### config.mk
export PLATFORM = sky130hd
export DESIGN_NAME = spi_slave_rx_fsm
export DESIGN_NICKNAME = d
export VERILOG_FILES = /design/src/rtl/spi_slave_rx_fsm.sv
export SDC_FILE = /design/constraint.sdc
export NUM_CORES = 1
export LEC_CHECK = 0
export ABC_AREA = 1
export BUFFER_PORTS_ARGS = -buffer_cell sky130_fd_sc_hd__buf_2
export CAP_MARGIN = 5
export CORE_AREA = 10 10 60 62
export DETAILED_ROUTE_END_ITERATION = 6
export DIE_AREA = 0 0 70 72
export PLACE_DENSITY = 0.79
export SLEW_MARGIN = 20
export SYNTH_ARGS = -nofsm -noshare
export SYNTH_HDL_FRONTEND = slang
export SYNTH_SLANG_ARGS = --single-unit
### constraint.sdc
create_clock -name clk -period 1.9 [get_ports clk]
set_input_delay 0 -clock clk [delete_from_list [all_inputs] [get_ports clk]]
set_output_delay 0 -clock clk [all_outputs]
set_load 0.1 [all_outputs]
### src/rtl/spi_slave_rx_fsm.sv
// SPI slave receiver (CPOL=0, CPHA=0, MSB first) for an SPI clock asynchronous to clk.
// Inputs are synchronized, sclk rising edges are detected, and completed words are handed over with a valid/ack handshake.
module spi_slave_rx_fsm #(
  parameter int DATA_W      = 8,
  parameter int SYNC_STAGES = 2
) (
  input  logic              clk,
  input  logic              rst,
  input  logic              sclk,
  input  logic              ss,
  input  logic              mosi,
  output logic [DATA_W-1:0] rx_dat,
  output logic              rx_valid,
  input  logic              rx_ack,
  output logic              overrun,
  output logic              frame_err,
  output logic              busy
);

  typedef enum logic {
    IDLE = 1'b0,
    RECV = 1'b1
  } state_e;

  localparam int CNT_W = (DATA_W > 1) ? $clog2(DATA_W) : 1;
  localparam logic [CNT_W-1:0] LAST_BIT = CNT_W'(DATA_W - 1);

  logic [SYNC_STAGES-1:0] sclk_sync_q, sclk_sync_d;
  logic [SYNC_STAGES-1:0] ss_sync_q,   ss_sync_d;
  logic [SYNC_STAGES-1:0] mosi_sync_q, mosi_sync_d;
  logic                   sclk_prev_q, sclk_prev_d;

  state_e            state_q, state_d;
  logic [CNT_W-1:0]  cnt_q, cnt_d;
  logic [DATA_W-2:0] shift_q, shift_d;
  logic [DATA_W-1:0] rx_dat_q, rx_dat_d;
  logic              rx_valid_q, rx_valid_d;
  logic              overrun_q, overrun_d;
  logic              frame_err_q, frame_err_d;

  logic              sclk_s, ss_s, mosi_s, sclk_rise;
  logic [DATA_W-1:0] word;

  assign sclk_s    = sclk_sync_q[SYNC_STAGES-1];
  assign ss_s      = ss_sync_q[SYNC_STAGES-1];
  assign mosi_s    = mosi_sync_q[SYNC_STAGES-1];
  assign sclk_rise = sclk_s & ~sclk_prev_q;
  assign word      = {shift_q, mosi_s};

  always_comb begin
    sclk_sync_d = {sclk_sync_q[SYNC_STAGES-2:0], sclk};
    ss_sync_d   = {ss_sync_q[SYNC_STAGES-2:0], ss};
    mosi_sync_d = {mosi_sync_q[SYNC_STAGES-2:0], mosi};
    sclk_prev_d = sclk_s;
  end

  // NOTE: every output of this block gets a default first, so no path can infer a latch.
  always_comb begin
    state_d     = state_q;
    cnt_d       = cnt_q;
    shift_d     = shift_q;
    rx_dat_d    = rx_dat_q;
    rx_valid_d  = rx_valid_q & ~rx_ack;
    overrun_d   = 1'b0;
    frame_err_d = 1'b0;

    case (state_q)
      IDLE: begin
        if (!ss_s) begin
          state_d = RECV;
          cnt_d   = '0;
          shift_d = '0;
        end
      end
      RECV: begin
        // Deselect wins over a coincident sclk edge; a partial word is dropped.
        if (ss_s) begin
          state_d     = IDLE;
          frame_err_d = (cnt_q != '0);
        end else if (sclk_rise) begin
          shift_d = word[DATA_W-2:0];
          if (cnt_q == LAST_BIT) begin
            cnt_d      = '0;
            rx_dat_d   = word;
            rx_valid_d = 1'b1;
            overrun_d  = rx_valid_q & ~rx_ack;
          end else begin
            cnt_d = cnt_q + CNT_W'(1);
          end
        end
      end
      default: state_d = IDLE;
    endcase
  end

  // NOTE: sequential state uses non-blocking assignments so every flop samples pre-edge values.
  always_ff @(posedge clk or negedge rst) begin
    if (!rst) begin
      sclk_sync_q <= '0;
      ss_sync_q   <= '1;
      mosi_sync_q <= '0;
      sclk_prev_q <= 1'b0;
      state_q     <= IDLE;
      cnt_q       <= '0;
      shift_q     <= '0;
      rx_dat_q    <= '0;
      rx_valid_q  <= 1'b0;
      overrun_q   <= 1'b0;
      frame_err_q <= 1'b0;
    end else begin
      sclk_sync_q <= sclk_sync_d;
      ss_sync_q   <= ss_sync_d;
      mosi_sync_q <= mosi_sync_d;
      sclk_prev_q <= sclk_prev_d;
      state_q     <= state_d;
      cnt_q       <= cnt_d;
      shift_q     <= shift_d;
      rx_dat_q    <= rx_dat_d;
      rx_valid_q  <= rx_valid_d;
      overrun_q   <= overrun_d;
      frame_err_q <= frame_err_d;
    end
  end

  assign rx_dat    = rx_dat_q;
  assign rx_valid  = rx_valid_q;
  assign overrun   = overrun_q;
  assign frame_err = frame_err_q;
  assign busy      = (state_q == RECV);

endmodule

# Yosys cells after proc, flatten, opt, wreduce, memory -nomap -nowiden
# Index checks and enable logic that the tools add are counted.
# Widths: inputs -> output; s select.
# totals
reg_bits,29
in_bits,6
output_inout_bits,12
# op_classes
add_sub_neg,1
eq_ne,4
mux,20
n_bitwise,6
n_reduce_logical,3
# ops
cell,count
$mux 7,3
$pmux 7 s2,1
$mux 3,4
$mux 1,11
$pmux 3 s2,1
$ne 2x2->1 const B,2
$not 1->1,4
$reduce_and 4->1,1
$add 3x1->3 const B,1
$eq 3x3->1 const B,1
$reduce_and 3->1,1
$reduce_bool 3->1,1
$and 1x1->1,2
$ne 2x1->1 const B,1

# Longest topological paths before layout
# Gate-level depths: netlist of run 1.
# logic_depth
depth_word,6
mapped_depth,6
mapped_depth_nobuf,6

# Worst setup path before layout of run 1
# Ideal clock, no wire load.
# synth_path
path_kind,register to register
start,reg state_q (netlist: busy)
end,reg rx_dat_q[0] (netlist: rx_dat[0])
t_arrival_ns,1.592
t_required_ns,1.835
setup_slack_ns,0.243
path_stages_with_launch,5
n_path_buf,0
synth_period_minus_slack_ns,1.657
path_cell_list,dfrtp_1 nand3_4 nor2_4 nand2_1 nand2_1
# synth_via
elab_chain_cells,1
# synth_lines
element,line_no,rtl
"start, declared",33,"state_e state_q, state_d;"
"start signal, assigned",115,state_q <= state_d;
$reduce_and 4->1 (no line),-,
"end signal, assigned",118,rx_dat_q <= rx_dat_d;
"end, declared",36,"logic [DATA_W-1:0] rx_dat_q, rx_dat_d;"
# No other way between the ends.
# A chain may end at the register's enable or synchronous reset.

# Final worst setup path of run 1
# layout_path
start,reg cnt_q[0]
end,reg rx_dat_q[7] (netlist: rx_dat[7])
# layout_via
elab_chain_cells,2
# layout_lines
element,line_no,rtl
"start, declared",34,"logic [CNT_W-1:0] cnt_q, cnt_d;"
"start signal, assigned",116,cnt_q <= cnt_d;
$eq 3x3->1,82,if (cnt_q == LAST_BIT) begin
$reduce_and 4->1 (no line),-,
# No other way between the ends.

==> results.yml, run 1 <==
clock_network:
  clock_path_buffers: 2
  path_clk_slew_ns: 0.09
  cts_root_buf: "clkbuf_4"
  numCtsBuffers: 5
  h-tree-depth: 2
  clkSinkCount: 29
  tritoncts: "done"
  clock_latency_ns: 0.32
  cts_setup_buffers: 0
  cts_resized: 0
timing:
  hold_viol_final: 0
  slew_headroom_pct: 58.3
  setup_viol: 0
  period_minus_slack_ns: 1.33
  worst_pin_slew_ns: 0.626
  report.final.slew_viol_count: 0
  fin_crit_sh_pct: 70.0
  clock.fmax_mhz: 751
  fin_setup_tns_ns: 0
  post-route-worst-setup-slack_ns: 0.569
  rsz0062_at_grt: "false"
  fin_skew_ns: 0.00677
floorplanning:
  fp.dieH_um: 72
  start_util_pct: 47.5
  io_pins: 18
  core_area_um2: 2430
  die_area_um2: 5040
  rows: 18
  die_x_um: 70
global_routing:
  grt_pass1_vias: 875
  grt_start_max_net_pins: 30
  grt_use_total_pct: 9.97
  grt_first_pass_wirelength_mm: 3.97
  overflow: 0
  grt_antenna_before_repair: 0
placed_design:
  hpwl_mm: 1.49
  gp_congestion: 0.784
  io_buffers: 17
  dp_slack_ns: 0.583
drt:
  via_per_inst: 4.45
  vias: 784
  ant_nets: 0
  remaining_drc_errors: 0
  wl_mm: 2.16
  wl_per_cell_um: 12.2
  dr.pass1.iters: 5
  drt_iter0_drc: 56
run:
  maxCapViolations: 0
final_layout:
  fillerInstances: 204
  drive_above_1_share_pct: 23.3
  syn2layout_area_growth_pct: 22.3
  diodes: 0
  layout.nets: 154
critical_path:
  cp_slowest_stage_delay_ns: 0.40
  required_ns: 2.16
  end_kind: "flip-flop"
  cp-start-kind: "flip-flop"
  crit_fanout: 9
  path_cells: "ha_1, ha_1, nand2_4, nor2_4, nand2_1, nand2_1"
  worstPathArrival_ns: 1.59
  crit_type: "reg2reg"
  critPathSlowestCell: "dfrtp_1"
power:
  seqPwrFrac_pct: 52.5
  combPwrFrac_pct: 5.6
  leakage_nw: 0.780
  powerDensity_nw_per_um2: 869
  p_int_mw: 0.967
  p_switching_mw: 0.262
  switching_share_pct: 21.3
  power.total_mw: 1.23
  power.share.clock_pct: 41.9
  ir_worst_vdd_mv: 0.708
synthesis:
  syn_avg_cell_area_um2: 9.97
  ys_ff_latch: 29
  seq_area_frac_synth_pct: 63.0
  synth_cell_type_count: 15
  syn_nets: 125
  yosys_warnings: 0
  synth_area_um2: 1160
  syn_inst: 116
run_status:
  status: "complete, no violations"
min_path:
  hold_class: "in2async"
## synthesized netlist by cell type
master	count	area share (%)
nand2_1	50	16
dfrtp_1	27	58
inv_1	14	4.5
o21bai_1	8	5.2
ha_1	3	3.2
dfstp_2	2	4.5
inv_2	2	0.65
nor2_1	2	0.65
nor2_4	2	1.9
a21oi_1	1	0.43
nand2_2	1	0.54
nand2_4	1	0.97
nand3_4	1	1.5
nand4_1	1	0.54
nor2_2	1	0.54
## cells in the final DEF, fill, tap and decap left out, drive strengths merged
cell,Yosys,final
clkbuf,0,7
a21oi,1,1
nor2,5,5
ha,3,3
nand4,1,1
nand2,52,52
nand3,1,1
dfstp,2,2
bufinv,0,1
dlygate4sd3,0,5
dfrtp,27,27
inv,16,16
o21bai,8,8
buf,0,17
## state kept, by name, indices dropped and copies added, names as in the netlist
register     count
busy             1
cnt_q            3
frame_err        1
mosi_sync_q      2
overrun          1
rx_dat           8
rx_valid         1
sclk_prev_q      1
sclk_sync_q      2
shift_q          7
ss_sync_q        2
## critical path: cells and delay by family, from the launching register on
kind	cells	cell delay [ns]
simple gates	4	0.49
flops	1	0.40
fa+ha+maj	2	0.38
## cell families (layout without fill, tap and decap cells)
kind of cell | after synthesis | count (layout) | share of synthesized area, %
fa+ha+maj | 3 | 3 | 3.25
compound gates | 9 | 9 | 5.63
simple gates | 59 | 59 | 22.9
buf+inv | 16 | 46 | 5.20
flops | 29 | 29 | 63.0
## metrics by stage
| step | hold WS (ns) | utilization (%) | cells | area (um2) |
|---|---|---|---|---|
| final | 0.235 | 58.1 | 176 | 1410 |
| after floorplan | -0.296 | - | 116 | 1160 |
| after CTS | 0.227 | 58.1 | 176 | 1410 |
| after detailed placement | 0.0532 | 52.6 | 163 | 1280 |
| after global routing | 0.268 | 58.1 | 176 | 1410 |
| after global placement | 0.0389 | 52.6 | 163 | 1280 |
## power by group through the flow
| stage | logic (mW) | registers [mW] | clock network [mW] |
|---|---|---|---|
| 2_1_floorplan | 0.0227 | 0.669 | 0 |
| 3_3_place_gp | 0.0601 | 0.656 | 0 |
| 3_5_place_dp | 0.0617 | 0.658 | 0 |
| 4_1_cts | 0.0704 | 0.645 | 0.530 |
| 5_1_grt | 0.0789 | 0.648 | 0.562 |
| 6_report | 0.0693 | 0.645 | 0.514 |
## final timing paths
kind	from	endpoint	slack, ns	cells past startpoint
worst max-delay path	cnt_q[0]	rx_dat[7]	0.57	6
worst min register to register	mosi_sync_q[0]	mosi_sync_q[1]	0.35	0
worst min-delay path	rst	cnt_q[0]	0.24	2
max in group asynchronous	rst	rx_dat[5]	1.26	2
worst max register to register	cnt_q[0]	rx_dat[7]	0.57	6
min in group clk	sclk	sclk_sync_q[0]	0.32	2
## layer usage
layer / vias up / wire length (um) / global-route usage (%)
met5: - / 0 / 0
met1: 356 / 848 / 9.85
li1: 410 / - / -
met3: 2 / 132 / 4.35
met2: 16 / 1130 / 16.8
met4: 0 / 40 / 6.58
## area by class of cell
type                    count  area (um2)  area share (%)
clock buffers               7        55.1            3.89
clock inverters             1        30.0            2.12
inverters                  16        60.1            4.25
multi-input cells          71         368            26.0
flip-flops and latches     29         728            51.5
well taps                  30        37.5            2.65
repair buffers             22         135            9.56
## repair_timing
action                     in CTS  in global routing
hold buffers                    5                  0
hold endpoints to repair       32                  0
setup endpoints to repair       0                  0
Note: power is estimated with default switching activity, not from simulation.
==> run 2: changes to the inputs <==
--- a/config.mk
+++ b/config.mk
@@ -8,10 +8,10 @@
 export ABC_AREA = 1
 export BUFFER_PORTS_ARGS = -buffer_cell sky130_fd_sc_hd__buf_2
 export CAP_MARGIN = 5
-export CORE_AREA = 10 10 60 62
+export CORE_AREA = 10 10 61 63
 export DETAILED_ROUTE_END_ITERATION = 6
-export DIE_AREA = 0 0 70 72
-export PLACE_DENSITY = 0.79
+export DIE_AREA = 0 0 71 73
+export PLACE_DENSITY = 0.8
 export SLEW_MARGIN = 20
 export SYNTH_ARGS = -nofsm -noshare
 export SYNTH_HDL_FRONTEND = slang
==> constraint.sdc (replaced) <==
create_clock -name clk -period 1.2 [get_ports clk]
set_input_delay 0 -clock clk [delete_from_list [all_inputs] [get_ports clk]]
set_output_delay 0 -clock clk [all_outputs]
set_load 0.1 [all_outputs]
==> run 2 against run 1 <==
The run now ends with negative setup slack left. Total power is 74% higher. First-iteration DRC count rose by 27%. Register-to-register slack got worse by 0.57 ns. Worst setup slack worse by 0.57 ns. Cell count up 4.0%. Critical path type unchanged. Largest cell class unchanged.
==> results.yml, run 2 (synthesized netlist as in run 1, its figures left out) <==
drt:
  via_per_inst: 4.90
  drt_iter0_drc: 71
  dr.pass1.iters: 4
  vias: 897
  wl_per_cell_um: 14.2
  ant_nets: 0
  remaining_drc_errors: 0
  wl_mm: 2.60
timing:
  post-route-worst-setup-slack_ns: -0.00276
  clock.fmax_mhz: 831
  worst_pin_slew_ns: 0.617
  fin_skew_ns: 0.0113
  rsz0062_at_grt: "true"
  period_minus_slack_ns: 1.20
  hold_viol_final: 0
  report.final.slew_viol_count: 0
  whs_ns: 0.222
  slew_headroom_pct: 58.9
  fin_crit_sh_pct: 100
  setup_viol: 1
power:
  ir_worst_vdd_mv: 1.01
  powerDensity_nw_per_um2: 1380
  power.total_mw: 2.14
  leakage_nw: 0.785
critical_path:
  cp-start-kind: "flip-flop"
  worstPathArrival_ns: 1.47
  end_kind: "flip-flop"
  critPathSlowestCell: "dfrtp_1"
  path_buf_inv: 0
  crit_type: "reg2reg"
  path_cells: "ha_4, ha_4, nand2_8, nor2_4, nand2_1, nand2_1"
  required_ns: 1.47
  cp_slowest_stage_delay_ns: 0.41
  crit_fanout: 5
  crit_family: "flip-flops"
clock_network:
  clock_latency_ns: 0.32
  tritoncts: "done"
  clock_path_buffers: 2
  clkSinkCount: 29
  h-tree-depth: 2
  numCtsBuffers: 5
  path_clk_slew_ns: 0.10
  cts_root_buf: "clkbuf_4"
  cts_setup_buffers: 0
final_layout:
  mostFrequentLayoutCell: "nand2_1"
  layout.nets: 160
  diodes: 0
  largest_reg_flops: 8
  syn2layout_area_growth_pct: 34.1
  drive_above_1_share_pct: 36.2
  final_cell_mix: "49 x nand2_1, 18 x dfrtp_1, 16 x buf_2, 13 x inv_1, 8 x dfrtp_2"
  fin_util_pct: 59.3
min_path:
  hold_class: "in2async"
run:
  maxCapViolations: 0
global_routing:
  grt_first_pass_wirelength_mm: 4.19
  grt_antenna_before_repair: 0
  grt_use_total_pct: 10.1
  grt_pass1_vias: 893
  grt_start_max_net_pins: 30
  overflow: 0
floorplanning:
  io_pins: 18
  rows: 19
  die_area_um2: 5180
  fp.dieH_um: 73
  die_x_um: 71
  start_util_pct: 44.2
  core_area_um2: 2620
placed_design:
  hpwl_mm: 1.48
  gp_congestion: 0.760
  io_buffers: 17
run_status:
  violations: "negative setup slack"
  status: "finished, violations left"
## run 2: cell count changes in the layout (fill, tap and decap cells not counted), sizes merged
cell / before / now
nand3: 1 / 2
nor2: 5 / 7
bufinv: 1 / 2
nand2: 52 / 53
clkinv: 0 / 1
buf: 17 / 19
clkbuf: 7 / 5
## run 2: per-layer routing
metal  vias to the layer above  global-route usage [%]  wire length [um]
li1                        428                       -                 -
met3                         8                    4.76               158
met5                         -                       0                 0
met4                         0                    5.16                54
met1                       429                    10.1               953
met2                        32                    17.2              1430
## run 2: where the power goes
group,switching (mW),internal [mW]
clock,0.339,0.645
sequential,0.0257,1.00
combinational,0.0855,0.0454
## run 2: timing repair
item	CTS	global route
endpoints found under the hold margin	32	0
cloned	2	2
pin swaps	3	7
endpoints found under the setup margin	10	15
hold buffers	5	0
resized for setup	4	5
## run 2: cell type report
type / instances / area (um2)
clock buffer: 5 / 37.5
clock inverter: 3 / 65.1
fill: 209 / 1060
inverter: 16 / 60.1
multi-input combinational: 75 / 442
sequential: 29 / 742
tap: 31 / 38.8
timing repair buffer: 24 / 165
## run 2: metrics by stage
stage | instance area (um2) | instances | TNS (ns) | setup slack, ns
finish | 1550 | 183 | -0.00276 | -0.00276
global route | 1550 | 183 | -0.554 | -0.0813
CTS | 1510 | 181 | -0.00179 | -0.00179
detailed placement | 1320 | 166 | -0.755 | -0.0965
global placement | 1320 | 166 | -0.0320 | -0.00976
floorplan | 1170 | 116 | -0.0530 | -0.0530
## run 2: path summary, 6_finish.rpt
kind	cells after the start	end	start	slack [ns]
max	6	rx_dat[6]	cnt_q[0]	-0.003
min reg2reg	0	mosi_sync_q[1]	mosi_sync_q[0]	0.36
min in group clk	2	mosi_sync_q[0]	mosi	0.32
max reg2reg	6	rx_dat[6]	cnt_q[0]	-0.003
max in group asynchronous	2	busy	rst	0.52
min	2	sclk_prev_q	rst	0.22
==> run 3: changes to the inputs <==
--- a/config.mk
+++ b/config.mk
@@ -6,12 +6,14 @@
 export NUM_CORES = 1
 export LEC_CHECK = 0
 export ABC_AREA = 1
+export ABC_CLOCK_PERIOD_IN_PS = 1200
 export BUFFER_PORTS_ARGS = -buffer_cell sky130_fd_sc_hd__buf_2
 export CAP_MARGIN = 5
 export CORE_AREA = 10 10 61 63
 export DETAILED_ROUTE_END_ITERATION = 6
 export DIE_AREA = 0 0 71 73
 export PLACE_DENSITY = 0.8
+export RECOVER_POWER = 25
 export SLEW_MARGIN = 20
 export SYNTH_ARGS = -nofsm -noshare
 export SYNTH_HDL_FRONTEND = slang
==> constraint.sdc (replaced) <==
create_clock -name clk -period 1.2 [get_ports clk]
set_input_delay 0.12 -clock clk [delete_from_list [all_inputs] [get_ports clk]]
set_output_delay 0.12 -clock clk [all_outputs]
set_load 0.1 [all_outputs]
==> run 3 against run 2 <==
The run still ends with negative setup slack left. Via count is 1.7% lower. Critical path type unchanged. Final area rose by 7.4%. Combinational power about the same. Total power decreased by 15%. Clock-buffer cell count increased by 2.
==> results.yml, run 3 (synthesized netlist as in run 1, its figures left out) <==
run_status:
  status: "finished, violations left"
  violations: "negative setup slack"
drt:
  via_per_inst: 4.85
  wl_mm: 2.55
  wl_per_cell_um: 14.0
  drt_iter0_drc: 19
  vias: 882
  remaining_drc_errors: 0
  ant_nets: 0
  dr.pass1.iters: 4
final_layout:
  mostFrequentLayoutCell: "nand2_1"
  diodes: 0
  largest_reg_flops: 8
  drive_above_1_share_pct: 35.8
  syn2layout_area_growth_pct: 44.0
  final_cell_mix: "50 x nand2_1, 18 x dfrtp_1, 13 x inv_1, 11 x buf_12, 8 x dfrtp_2"
  fillerInstances: 201
  layout.nets: 159
  postLayoutCellArea_um2: 1670
placed_design:
  gp_congestion: 0.742
  hpwl_mm: 1.52
  place_area_um2: 1470
  io_buffers: 17
timing:
  worst_pin_slew_ns: 0.682
  rsz0062_at_grt: "true"
  fin_setup_tns_ns: -0.000383
  period_minus_slack_ns: 1.20
  hold_viol_final: 0
  post-route-worst-setup-slack_ns: -0.000383
  setup_viol: 1
  fin_skew_ns: 0.00850
  slew_headroom_pct: 54.5
  report.final.slew_viol_count: 0
  fin_crit_sh_pct: 100
  clock.fmax_mhz: 833
global_routing:
  overflow: 0
  grt_use_total_pct: 10.0
  grt_antenna_before_repair: 0
  grt_first_pass_wirelength_mm: 4.08
  grt_pass1_vias: 892
  grt_start_max_net_pins: 30
clock_network:
  clock_path_buffers: 2
  cts_root_buf: "clkbuf_4"
  h-tree-depth: 2
  path_clk_slew_ns: 0.09
  clock_latency_ns: 0.32
  clkSinkCount: 29
  cts_setup_buffers: 0
  tritoncts: "done"
  numCtsBuffers: 5
critical_path:
  crit_family: "flip-flops"
  path_buf_inv: 0
  path_cells: "ha_4, ha_4, nand2_8, nor2_4, nand2_1, nand2_1"
  cp_slowest_stage_delay_ns: 0.40
  crit_type: "reg2reg"
  worstPathArrival_ns: 1.46
  end_kind: "flip-flop"
  reg2reg_slack_ns: -0.0004
  crit_fanout: 5
  critPathSlowestCell: "dfrtp_1"
  required_ns: 1.46
  cp-start-kind: "flip-flop"
floorplanning:
  start_util_pct: 44.2
  die_area_um2: 5180
  rows: 19
  die_x_um: 71
  fp.dieH_um: 73
  core_area_um2: 2620
  io_pins: 18
power:
  power.share.clock_pct: 36.1
  switching_share_pct: 23.7
  leakage_nw: 0.794
  power.total_mw: 1.82
  p_switching_mw: 0.431
  combPwrFrac_pct: 7.4
  p_int_mw: 1.39
  seqPwrFrac_pct: 56.5
  powerDensity_nw_per_um2: 1090
  ir_worst_vdd_mv: 0.700
run:
  maxCapViolations: 0
min_path:
  hold_class: "in2reg"
==> run 3: changes by cell type in the layout (fill, tap and decap cells not counted), sizes merged <==
cell         previous run  this run
buf                    19        18
clkbuf                  5         8
bufinv                  2         0
dlygate4sd3             5         4
==> run 3: cell type report <==
cell class / count / area, um2 / area share, %
sequential: 29 / 742 / 44.6
multi-input combinational: 75 / 447 / 26.8
timing repair buffer: 23 / 308 / 18.5
clock buffer: 7 / 65.1 / 3.91
inverter: 16 / 60.1 / 3.61
tap: 31 / 38.8 / 2.33
clock inverter: 1 / 5.00 / 0.301
==> run 3: final timing paths <==
check / start / to / depth (start not counted)
worst min register to register: sclk_sync_q[0] / sclk_sync_q[1] / 0
min in group asynchronous: rst / sclk_sync_q[1] / 2
max in group asynchronous: rst / busy / 2
worst max-delay path: cnt_q[1] / rx_dat[7] / 6
worst max register to register: cnt_q[1] / rx_dat[7] / 6
worst min-delay path: rx_ack / overrun / 4
==> run 3: layer usage <==
metal  global-route usage (%)  wire length (um)
met4                     5.81                83
met1                     9.32               888
met2                     17.7              1440
met5                        0                 0
met3                     4.63               138
==> run 3: metrics by stage <==
step                      setup WS, ns  util [%]  cells  hold WS (ns)
after global routing           -0.0493      63.7    182        0.0550
final                        -0.000383      63.7    182        0.0496
after CTS                       0.0232      61.9    180        0.0429
after detailed placement       -0.0658      56.4    166         0.168
after floorplan                -0.0530         -    116        -0.176
after global placement        -0.00880      56.4    166         0.157
==> run 3: power groups by stage <==
stage | clock, mW | sequential [mW] | combinational (mW)
2_1_floorplan | 0 | 1.06 | 0.0358
3_3_place_gp | 0 | 1.04 | 0.113
3_5_place_dp | 0 | 1.04 | 0.116
4_1_cts | 0.679 | 1.02 | 0.129
5_1_grt | 0.729 | 1.03 | 0.148
6_report | 0.657 | 1.03 | 0.134
==> run 3: tightest hold or removal path: cells and delay by family <==
| kind | cells | cell delay, ns |
|---|---|---|
| and+or+nand+nor | 2 | 0.12 |
| buffers and inverters | 2 | 0.11 |
==> run 3: timing repair <==
action / 4_1_cts / 5_1_grt
gates cloned: 2 / 2
endpoints found under the setup margin: 12 / 20
endpoints found under the hold margin: 30 / 0
hold buffers: 4 / 0
pin swaps: 2 / 11
resized for setup: 5 / 4
